**src/rtl/axi_lite_ram_slave.sv**
```systemverilog
// AXI4-Lite RAM slave: parametrised width/depth, byte-lane strobes, AW/W in any order,
// and SLVERR for word indices past the end of the RAM.
module axi_lite_ram_slave #(
    parameter int ADDR_WIDTH = 8,
    parameter int DATA_WIDTH = 32,
    parameter int MEM_DEPTH  = 32
) (
    input  logic                      s_clk,
    input  logic                      rst,
    input  logic [ADDR_WIDTH-1:0]     AWADDR,
    input  logic                      AWVALID,
    output logic                      AWREADY,
    input  logic [DATA_WIDTH-1:0]     WDATA,
    input  logic [DATA_WIDTH/8-1:0]   WSTRB,
    input  logic                      WVALID,
    output logic                      WREADY,
    output logic [1:0]                BRESP,
    output logic                      BVALID,
    input  logic                      BREADY,
    input  logic [ADDR_WIDTH-1:0]     ARADDR,
    input  logic                      ARVALID,
    output logic                      ARREADY,
    output logic [DATA_WIDTH-1:0]     RDATA,
    output logic [1:0]                RRESP,
    output logic                      RVALID,
    input  logic                      RREADY,
    output logic [1:0]                wr_state_dbg,
    output logic                      rd_state_dbg
);

    // Every channel transfers when VALID and READY are both high at a rising s_clk edge;
    // a raised VALID and its payload stay stable until that handshake completes.

    localparam int STRB_W = DATA_WIDTH / 8;
    localparam int LSB    = $clog2(STRB_W);
    localparam int MEM_AW = (MEM_DEPTH > 1) ? $clog2(MEM_DEPTH) : 1;
    localparam logic [1:0] RESP_OKAY   = 2'b00;
    localparam logic [1:0] RESP_SLVERR = 2'b10;

    typedef enum logic [1:0] {WR_IDLE, WR_HAVE_A, WR_HAVE_W, WR_RESP} wr_state_t;
    typedef enum logic {RD_IDLE, RD_DATA} rd_state_t;

    function automatic logic in_range(input logic [ADDR_WIDTH-1:0] a);
        return 32'(a >> LSB) < 32'(MEM_DEPTH);
    endfunction

    function automatic logic [MEM_AW-1:0] word_idx(input logic [ADDR_WIDTH-1:0] a);
        return MEM_AW'(a >> LSB);
    endfunction

    logic [DATA_WIDTH-1:0] mem [MEM_DEPTH];

    wr_state_t             wr_state, wr_next;
    logic [ADDR_WIDTH-1:0] aw_addr_q;
    logic [DATA_WIDTH-1:0] w_data_q;
    logic [STRB_W-1:0]     w_strb_q;
    logic [1:0]            bresp_q;
    logic                  aw_hs, w_hs, commit;
    logic [ADDR_WIDTH-1:0] c_addr;
    logic [DATA_WIDTH-1:0] c_data;
    logic [STRB_W-1:0]     c_strb;

    rd_state_t             rd_state, rd_next;
    logic [DATA_WIDTH-1:0] rdata_q;
    logic [1:0]            rresp_q;
    logic                  ar_hs;

    assign AWREADY = (wr_state == WR_IDLE) || (wr_state == WR_HAVE_W);
    assign WREADY  = (wr_state == WR_IDLE) || (wr_state == WR_HAVE_A);
    assign BVALID  = (wr_state == WR_RESP);
    assign BRESP   = bresp_q;
    assign ARREADY = (rd_state == RD_IDLE);
    assign RVALID  = (rd_state == RD_DATA);
    assign RDATA   = rdata_q;
    assign RRESP   = rresp_q;

    assign wr_state_dbg = wr_state;
    assign rd_state_dbg = rd_state;

    assign aw_hs = AWVALID && AWREADY;
    assign w_hs  = WVALID && WREADY;
    assign ar_hs = ARVALID && ARREADY;

    // The commit source mixes live bus inputs with whichever half was latched earlier.
    always_comb begin
        wr_next = wr_state;
        commit  = 1'b0;
        c_addr  = aw_addr_q;
        c_data  = w_data_q;
        c_strb  = w_strb_q;
        case (wr_state)
            WR_IDLE: begin
                if (aw_hs && w_hs) begin
                    commit  = 1'b1;
                    c_addr  = AWADDR;
                    c_data  = WDATA;
                    c_strb  = WSTRB;
                    wr_next = WR_RESP;
                end else if (aw_hs) begin
                    wr_next = WR_HAVE_A;
                end else if (w_hs) begin
                    wr_next = WR_HAVE_W;
                end
            end
            WR_HAVE_A: begin
                if (w_hs) begin
                    commit  = 1'b1;
                    c_data  = WDATA;
                    c_strb  = WSTRB;
                    wr_next = WR_RESP;
                end
            end
            WR_HAVE_W: begin
                if (aw_hs) begin
                    commit  = 1'b1;
                    c_addr  = AWADDR;
                    wr_next = WR_RESP;
                end
            end
            WR_RESP: begin
                if (BREADY) wr_next = WR_IDLE;
            end
            default: wr_next = WR_IDLE;
        endcase
    end

    always_ff @(posedge s_clk) begin
        if (rst) begin
            wr_state  <= WR_IDLE;
            aw_addr_q <= '0;
            w_data_q  <= '0;
            w_strb_q  <= '0;
            bresp_q   <= RESP_OKAY;
        end else begin
            wr_state <= wr_next;
            if (aw_hs) aw_addr_q <= AWADDR;
            if (w_hs) begin
                w_data_q <= WDATA;
                w_strb_q <= WSTRB;
            end
            if (commit) bresp_q <= in_range(c_addr) ? RESP_OKAY : RESP_SLVERR;
        end
    end

    // RAM is never reset; a reset edge also cancels any commit on that edge.
    always_ff @(posedge s_clk) begin
        if (commit && !rst && in_range(c_addr)) begin
            for (int i = 0; i < STRB_W; i++) begin
                if (c_strb[i]) mem[word_idx(c_addr)][i*8 +: 8] <= c_data[i*8 +: 8];
            end
        end
    end

    always_comb begin
        rd_next = rd_state;
        case (rd_state)
            RD_IDLE: if (ar_hs) rd_next = RD_DATA;
            RD_DATA: if (RREADY) rd_next = RD_IDLE;
            default: rd_next = RD_IDLE;
        endcase
    end

    // Non-blocking RAM update means a same-edge read sees the pre-write word.
    always_ff @(posedge s_clk) begin
        if (rst) begin
            rd_state <= RD_IDLE;
            rdata_q  <= '0;
            rresp_q  <= RESP_OKAY;
        end else begin
            rd_state <= rd_next;
            if (ar_hs) begin
                if (in_range(ARADDR)) begin
                    rdata_q <= mem[word_idx(ARADDR)];
                    rresp_q <= RESP_OKAY;
                end else begin
                    rdata_q <= '0;
                    rresp_q <= RESP_SLVERR;
                end
            end
        end
    end

endmodule
```
**config.mk**
```make
export PLATFORM = sky130hd
export DESIGN_NAME = axi_lite_ram_slave
export DESIGN_NICKNAME = d
export VERILOG_FILES = /design/src/rtl/axi_lite_ram_slave.sv
export SDC_FILE = /design/constraint.sdc
export NUM_CORES = 1
export LEC_CHECK = 0
export BUFFER_PORTS_ARGS = -buffer_cell sky130_fd_sc_hd__buf_2
export CELL_PAD_IN_SITES_DETAIL_PLACEMENT = 0
export CELL_PAD_IN_SITES_GLOBAL_PLACEMENT = 1
export CORE_UTILIZATION = 49
export CTS_CLUSTER_DIAMETER = 40
export CTS_CLUSTER_SIZE = 20
export DETAILED_ROUTE_END_ITERATION = 12
export PLACE_DENSITY_LB_ADDON = 0.1
export SLEW_MARGIN = 20
export SYNTH_ARGS = -nofsm -noshare
export SYNTH_HDL_FRONTEND = slang
export SYNTH_SLANG_ARGS = --single-unit
```
**constraint.sdc**
```tcl
create_clock -name s_clk -period 2.64 [get_ports s_clk]
set_input_delay 0.132 -clock s_clk [delete_from_list [all_inputs] [get_ports s_clk]]
set_output_delay 0.132 -clock s_clk [all_outputs]
set_load 0.1 [all_outputs]
```
==> results.yml, run 1 <==
outcome:
  outcome: "finished, violations left"
  violated_checks: "DRC, setup timing"
clock_tree:
  clkSinkCount: 1103
  tritoncts_clock_tree: "done"
  cts_root_buf: "sky130_fd_sc_hd__clkbuf_16"
  htreeDepth: 4
  worst_setup_hold_path_clk_slew_ps: 60
  worstSkewPairLatency_ps: 730
  tritoncts.num_buffers: 142
  cts_max_path_buffers: 3
global_route:
  pin_count_of_the_biggest_net_entering_global_routing: 56
  number_of_antenna_violations_at_the_first_check_in_global_routing: 3
  grt_pass1_vias: 24800
  grt_overflow: 0
  grt.total_usage_pct: 26.0
  first_pass_grt_wire_length_um: 168000
logic_synthesis:
  synthDominantAreaCellType: "sky130_fd_sc_hd__edfxtp_1"
  synth_top_cells_by_count: "sky130_fd_sc_hd__edfxtp_1, sky130_fd_sc_hd__nand2_1, sky130_fd_sc_hd__mux2i_1, sky130_fd_sc_hd__mux4_2, sky130_fd_sc_hd__nor2_1"
  synth_area_sq_um: 44100
  seq_area_frac_synth_pct: 73.3
  postSynthCellCount: 2578
  most_repeated_cell_in_the_gate_level_netlist_after_synthesis: "sky130_fd_sc_hd__edfxtp_1"
  post_synth.cell_area_avg_sq_um: 17.1
  synth.top_cell.area_share_pct: 69.7
  post_synthesis_register_bit_count: 1103
  largest_cells_by_area_after_synthesis: "sky130_fd_sc_hd__edfxtp_1, sky130_fd_sc_hd__mux4_2, sky130_fd_sc_hd__mux2i_1, sky130_fd_sc_hd__dfxtp_1, sky130_fd_sc_hd__mux2_2"
  post_synth_num_cell_types: 48
  synth_enable_flop_cells: 1024
  synth_top_flop_cell: "sky130_fd_sc_hd__edfxtp_1"
  ys.warnings.count: 0
  async_reset_ff_share_pct: 0
detailed_routing:
  num_vias: 24800
  amount_of_wire_on_met2_after_detailed_routing_um: 55600
  wire_per_inst_um: 27.7
  detailed_routed_wire_length_on_met3_um: 8930
  drt-met1-wl_um: 49600
  total_wirelength_um: 117000
  drc_errors: 8
  first_iter_violations: 2275
  dr.max_layer_used: "met4"
  ant_nets: 0
  avgViaCountPerCell: 5.90
  first_pass_iters: 10
timing:
  period_share_pct: 101
  finalCriticalPeriod_ps: 2660
  rsz0062_at_grt: "true"
  setup_viol: 27
  finalHoldViolCount: 0
  tightestPinTransition_ps: 903
  holdWs_ps: 80.3
  clock.fmax_ghz: 0.375
  worst_max_slew_margin_expressed_relative_to_the_limit_pct: 39.8
  final.setup_skew_ps: 36.1
  fin_ws_ps: -23.2
  drv_slew: 0
flow_run:
  maxCapViolations: 0
layout:
  fillerInstances: 6421
  stdcell_count: 4209
  nets: 2987
  area.sequential_sq_um: 32300
  post_route_cells_drive_above_1_share_pct: 32.1
  multiInputGateArea_sq_um: 11900
  synthToLayoutAreaGrowth_pct: 23.1
  postLayoutCoreUtil_pct: 61.2
  final_design_area_no_fill_sq_um: 54300
die:
  initial_core_util_pct: 49.7
  floorplan.io_pins: 103
  die-width_um: 302
  die-height_um: 302
  design.die.area_sq_um: 91200
  placement_rows: 109
  core_area_sq_um: 88800
min_path:
  hold_crit_class: "input pin to flip-flop"
  holdPathStages: 5
setup_path:
  timing_worst_setup_path_type: "flip-flop to flip-flop"
  setup.worst_path.start_class: "flip-flop"
  worst-endpoint-arrival_ps: 3070
  worst_setup_path_end_kind: "flip-flop"
  rr_worst_depth: 10
  timing.critical_path.required_ps: 3050
  cp_max_fo: 8
  cp_slowest_stage_delay_ps: 440
  crit_chain: "inv_6, ha_4, o21ai_4, buf_12, a22oi_1, a222oi_1, buf_4, nand2_2, buf_6, nor2_4"
  cpMaxStageDelayCell: "sky130_fd_sc_hd__a222oi_1"
pwr:
  p_per_area_nw_per_um2: 875
  cellLeakagePower_nw: 18.3
  vdd.ir_drop.worst_mv: 1.03
placed_design:
  numPlacedInstances: 3854
  gpl.final_weighted_congestion: 0.850
  dp.final_hpwl_um: 77600
  total_cell_area_at_the_placement_stage_sq_um: 48200
  port-buffer-count: 96
-- where the power goes --
group          internal [mW]  leakage [nW]  switching (mW)
logic                   1.96          5.94            5.11
clock network           11.6          2.35            7.85
registers               20.9          10.0           0.168
total                   34.4          18.3            13.1
-- cell type report --
cell class / instances / share of cell area, %
flip-flops and latches: 1103 / 59.5
multi-input cells: 1253 / 21.9
clock buffers: 159 / 6.85
repair buffers: 373 / 6.53
well taps: 1165 / 2.68
clock inverters: 105 / 2.11
inverters: 50 / 0.359
diodes: 1 / 0.00461
-- timing repair --
item	4_1_cts	5_1_grt
endpoints found under the setup margin	133	941
hold endpoints to repair	54	0
gates resized for setup	1	35
buffers inserted	11	14
pin swaps	8	21
hold buffers	60	0
cloned	0	5
-- routing by layer --
metal | vias to the layer above | GRT usage, %
li1 | 11000 | -
met1 | 12700 | 36.6
met2 | 1008 | 41.0
met3 | 189 | 5.67
met4 | 0 | 7.70
met5 | - | 0
-- cells in the final DEF, fill, tap and decap left out, types with 12 or more instances in the layout --
master,n
sky130_fd_sc_hd__a21oi_1,101
sky130_fd_sc_hd__o211ai_1,23
sky130_fd_sc_hd__a211oi_1,24
sky130_fd_sc_hd__a22o_1,15
sky130_fd_sc_hd__buf_12,55
sky130_fd_sc_hd__mux2_2,85
sky130_fd_sc_hd__o22ai_1,63
sky130_fd_sc_hd__dlygate4sd3_1,60
sky130_fd_sc_hd__clkinv_1,13
sky130_fd_sc_hd__mux4_2,162
sky130_fd_sc_hd__buf_2,92
sky130_fd_sc_hd__mux2i_1,170
sky130_fd_sc_hd__clkinvlp_4,12
sky130_fd_sc_hd__buf_4,149
sky130_fd_sc_hd__dfxtp_1,77
sky130_fd_sc_hd__nand2_1,209
sky130_fd_sc_hd__nor2_4,125
sky130_fd_sc_hd__inv_6,27
sky130_fd_sc_hd__clkinv_4,17
sky130_fd_sc_hd__nand3_1,66
sky130_fd_sc_hd__edfxtp_1,1024
sky130_fd_sc_hd__a221oi_1,31
sky130_fd_sc_hd__inv_1,48
sky130_fd_sc_hd__clkbuf_16,151
sky130_fd_sc_hd__o21ai_0,35
sky130_fd_sc_hd__nor2_1,15
sky130_fd_sc_hd__a222oi_1,24
-- worst max-delay path: cells and delay by family, from the launching register on --
| kind | cells | cell delay (ps) |
|---|---|---|
| buffers and inverters | 4 | 620 |
| flip-flops | 1 | 400 |
| AND/OR/NAND/NOR | 2 | 350 |
| AO/OA/AOI/OAI | 3 | 790 |
| adder cells (fa/ha/maj) | 1 | 180 |
-- sequential cells by signal, summed over array words and instances (netlist names) --
| signal | cells |
|---|---|
| BRESP | 1 |
| w_data_q | 32 |
| RDATA | 32 |
| mem | 1024 |
| w_strb_q | 4 |
| aw_addr_q | 6 |
| RVALID | 1 |
| RRESP | 1 |
| wr_state_dbg | 2 |
-- worst paths after layout --
check                                    start                endpoint  slack (ps)
setup / recovery  wr_state_dbg[0]$_SDFFE_PP0P_    mem[30][5]$_DFFE_PP_         -20
hold / removal                         AWVALID   BRESP[1]$_SDFFE_PP0N_          80
setup reg to reg  wr_state_dbg[0]$_SDFFE_PP0P_    mem[30][5]$_DFFE_PP_         -20
hold reg to reg         w_data_q[0]$_SDFF_PP0_  w_data_q[0]$_SDFF_PP0_         450
-- through the flow --
| stage | TNS (ps) | setup slack [ps] | power, mW |
|---|---|---|---|
| floorplan | -62780 | -76.5 | 25.1 |
| detailed placement | -2540 | -35.1 | 28.2 |
| finish | -393 | -23.2 | 47.5 |
| global route | -37230 | -107 | 48.9 |
| CTS | -237 | -22.8 | 47.7 |
| global placement | -168 | -20.5 | 28.0 |
-- cells by family (layout without fill, tap and decap cells) --
kind of cell / Yosys count / in the layout / share of synthesized area (%)
AO/OA/AOI/OAI: 359 / 359 / 5.54
adder cells (fa/ha/maj): 5 / 5 / 0.142
buffers and inverters: 223 / 687 / 2.27
flip-flops: 1103 / 1103 / 73.3
multiplexers: 417 / 417 / 14.3
other: 1 / 3 / 0.00850
AND/OR/NAND/NOR: 470 / 470 / 4.46
No activity file was read; power rests on OpenSTA's default activity.
==> inputs of run 2 (changes only) <==
CORE_ASPECT_RATIO = 1.25   (was default)
==> results.yml, run 2 (synthesis gave the netlist of run 1 again) <==
timing:
  clock.fmax_ghz: 0.375
  finalHoldViolCount: 0
  finalCriticalPeriod_ps: 2670
  tns_ps: -706
  tightestPinTransition_ps: 921
  final.setup_skew_ps: 27.3
  drv_slew: 0
  period_share_pct: 101
  rsz0062_at_grt: "true"
  setup_viol: 78
  holdWs_ps: 82.4
  fin_ws_ps: -25.4
  worst_max_slew_margin_expressed_relative_to_the_limit_pct: 38.6
die:
  floorplan.io_pins: 103
  die-height_um: 337
  die-width_um: 270
  core_area_sq_um: 88800
  placement_rows: 122
  design.die.area_sq_um: 91200
  initial_core_util_pct: 49.7
detailed_routing:
  drc_errors: 0
  avgViaCountPerCell: 5.92
  ant_nets: 0
  detailed_routed_wire_length_on_met3_um: 7140
  drt-met1-wl_um: 47500
  amount_of_wire_on_met2_after_detailed_routing_um: 60800
  num_vias: 24800
  total_wirelength_um: 120000
  wire_per_inst_um: 28.6
  first_pass_iters: 6
  first_iter_violations: 2376
  dr.max_layer_used: "met4"
pwr:
  power_frac_clock_pct: 38.2
  p_per_area_nw_per_um2: 850
  cellLeakagePower_nw: 17.9
  switching_share_pct: 28.7
  vdd.ir_drop.worst_mv: 0.645
  power_frac_seq_pct: 46.2
  switching_pwr_mw: 13.1
  power_frac_comb_pct: 15.6
  p_int_mw: 32.5
placed_design:
  port-buffer-count: 96
  dp.final_hpwl_um: 80000
  placement.setup.worst_slack_ps: -175
  gpl.final_weighted_congestion: 0.859
global_route:
  grt.total_usage_pct: 26.5
  grt_overflow: 0
  first_pass_grt_wire_length_um: 173000
  number_of_antenna_violations_at_the_first_check_in_global_routing: 2
  grt_pass1_vias: 25400
  pin_count_of_the_biggest_net_entering_global_routing: 54
setup_path:
  setup.worst_path.start_class: "flip-flop"
  worst_setup_path_end_kind: "flip-flop"
  worst_reg2reg_path_startpoint: "wr_state_dbg[0]$_SDFFE_PP0P_"
  timing_worst_setup_path_type: "flip-flop to flip-flop"
  rr_worst_depth: 9
  worst_r2r_endpoint: "mem[20][28]$_DFFE_PP_"
  timing.critical_path.required_ps: 3000
  ff2ff_setup_slack_ps: -30
  worst-endpoint-arrival_ps: 3030
  cp_max_fo: 8
min_path:
  startpoint_of_the_most_critical_hold_path: "AWVALID"
  holdPathStages: 5
  min_delay_worst_endpoint: "aw_addr_q[2]$_SDFF_PP0_"
  hold_crit_class: "input pin to flip-flop"
clock_tree:
  htreeDepth: 3
  tritoncts.num_buffers: 121
  worstSkewPairLatency_ps: 710
  worst_setup_hold_path_clk_slew_ps: 60
  cts_max_path_buffers: 3
  clkSinkCount: 1103
  tritoncts_clock_tree: "done"
  cts_root_buf: "sky130_fd_sc_hd__clkbuf_16"
layout:
  largest_register_ffs: 1024
  layout.cells.most_common_list: "sky130_fd_sc_hd__edfxtp_1, sky130_fd_sc_hd__nand2_1, sky130_fd_sc_hd__mux2i_1"
  postLayoutCoreUtil_pct: 60.3
  fillerInstances: 6543
  final_common_cell: "sky130_fd_sc_hd__edfxtp_1"
  synthToLayoutAreaGrowth_pct: 21.3
  max_flop_register: "mem"
  post_route_cells_drive_above_1_share_pct: 31.5
  nets: 2964
flow_run:
  maxCapViolations: 0
outcome:
  violated_checks: "setup timing"
  outcome: "finished, violations left"
==> run 2: cell type report <==
class	instances	area, sq um	area share (%)
Sequential cell	1103	32300	60.4
Clock inverter	100	1130	2.12
Tap cell	1178	1470	2.75
Inverter	50	195	0.365
Timing Repair Buffer	371	3400	6.36
Multi-Input combinational cell	1253	11900	22.2
Antenna cell	3	7.51	0.0140
Clock buffer	132	3110	5.81
==> run 2: worst max path at each step <==
stage / end / startpoint / cells past startpoint / slack, ps
finish: mem[20][28]$_DFFE_PP_ / wr_state_dbg[0]$_SDFFE_PP0P_ / 9 / -30
CTS: mem[14][8]$_DFFE_PP_ / wr_state_dbg[0]$_SDFFE_PP0P_ / 10 / -20
detailed placement: mem[0][12]$_DFFE_PP_ / wr_state_dbg[0]$_SDFFE_PP0P_ / 9 / -180
global route: mem[27][27]$_DFFE_PP_ / wr_state_dbg[0]$_SDFFE_PP0P_ / 10 / -80
global placement: mem[0][10]$_DFFE_PP_ / wr_state_dbg[0]$_SDFFE_PP0P_ / 9 / -140
floorplan: mem[21][10]$_DFFE_PP_ / wr_state_dbg[0]$_SDFFE_PP0P_ / 10 / -80
==> run 2: per-stage QoR <==
step | std cells | power, mW | area, sq um
after floorplan | 2579 | 25.1 | 45300
after global placement | 3877 | 28.2 | 48200
after detailed placement | 3877 | 28.3 | 48200
after CTS | 4178 | 45.8 | 53300
after global routing | 4187 | 46.9 | 53500
final | 4190 | 45.5 | 53500
==> run 2: what timing repair did <==
item	4_1_cts	5_1_grt
endpoints found under the setup margin	471	828
setup buffers	17	7
gates resized for setup	11	13
pin swaps	16	16
hold endpoints to repair	49	0
hold buffers	51	0
cloned	1	2
==> run 2: worst max-delay path, stage by stage (launching register included) <==
cell	delay, ps
sky130_fd_sc_hd__dfxtp_4	390
sky130_fd_sc_hd__inv_6	50
sky130_fd_sc_hd__ha_4	170
sky130_fd_sc_hd__and2_4	140
sky130_fd_sc_hd__buf_4	160
sky130_fd_sc_hd__a22oi_2	230
sky130_fd_sc_hd__and2_1	340
sky130_fd_sc_hd__nand4_1	300
sky130_fd_sc_hd__buf_4	290
sky130_fd_sc_hd__nor2_4	260
==> run 2: layer usage <==
| layer | up-vias | GRT usage [%] |
|---|---|---|
| met5 | - | 0 |
| met4 | 0 | 10.2 |
| met3 | 174 | 3.40 |
| met2 | 879 | 45.4 |
| met1 | 12800 | 34.8 |
| li1 | 10900 | - |
==> run 2: power groups by stage <==
stage	Clock (mW)	Combinational, mW	Sequential, mW
CTS	17.7	7.08	21.0
detailed placement	0	6.94	21.4
global route	18.3	7.49	21.0
finish	17.4	7.09	21.0
floorplan	0	3.46	21.7
global placement	0	6.81	21.4
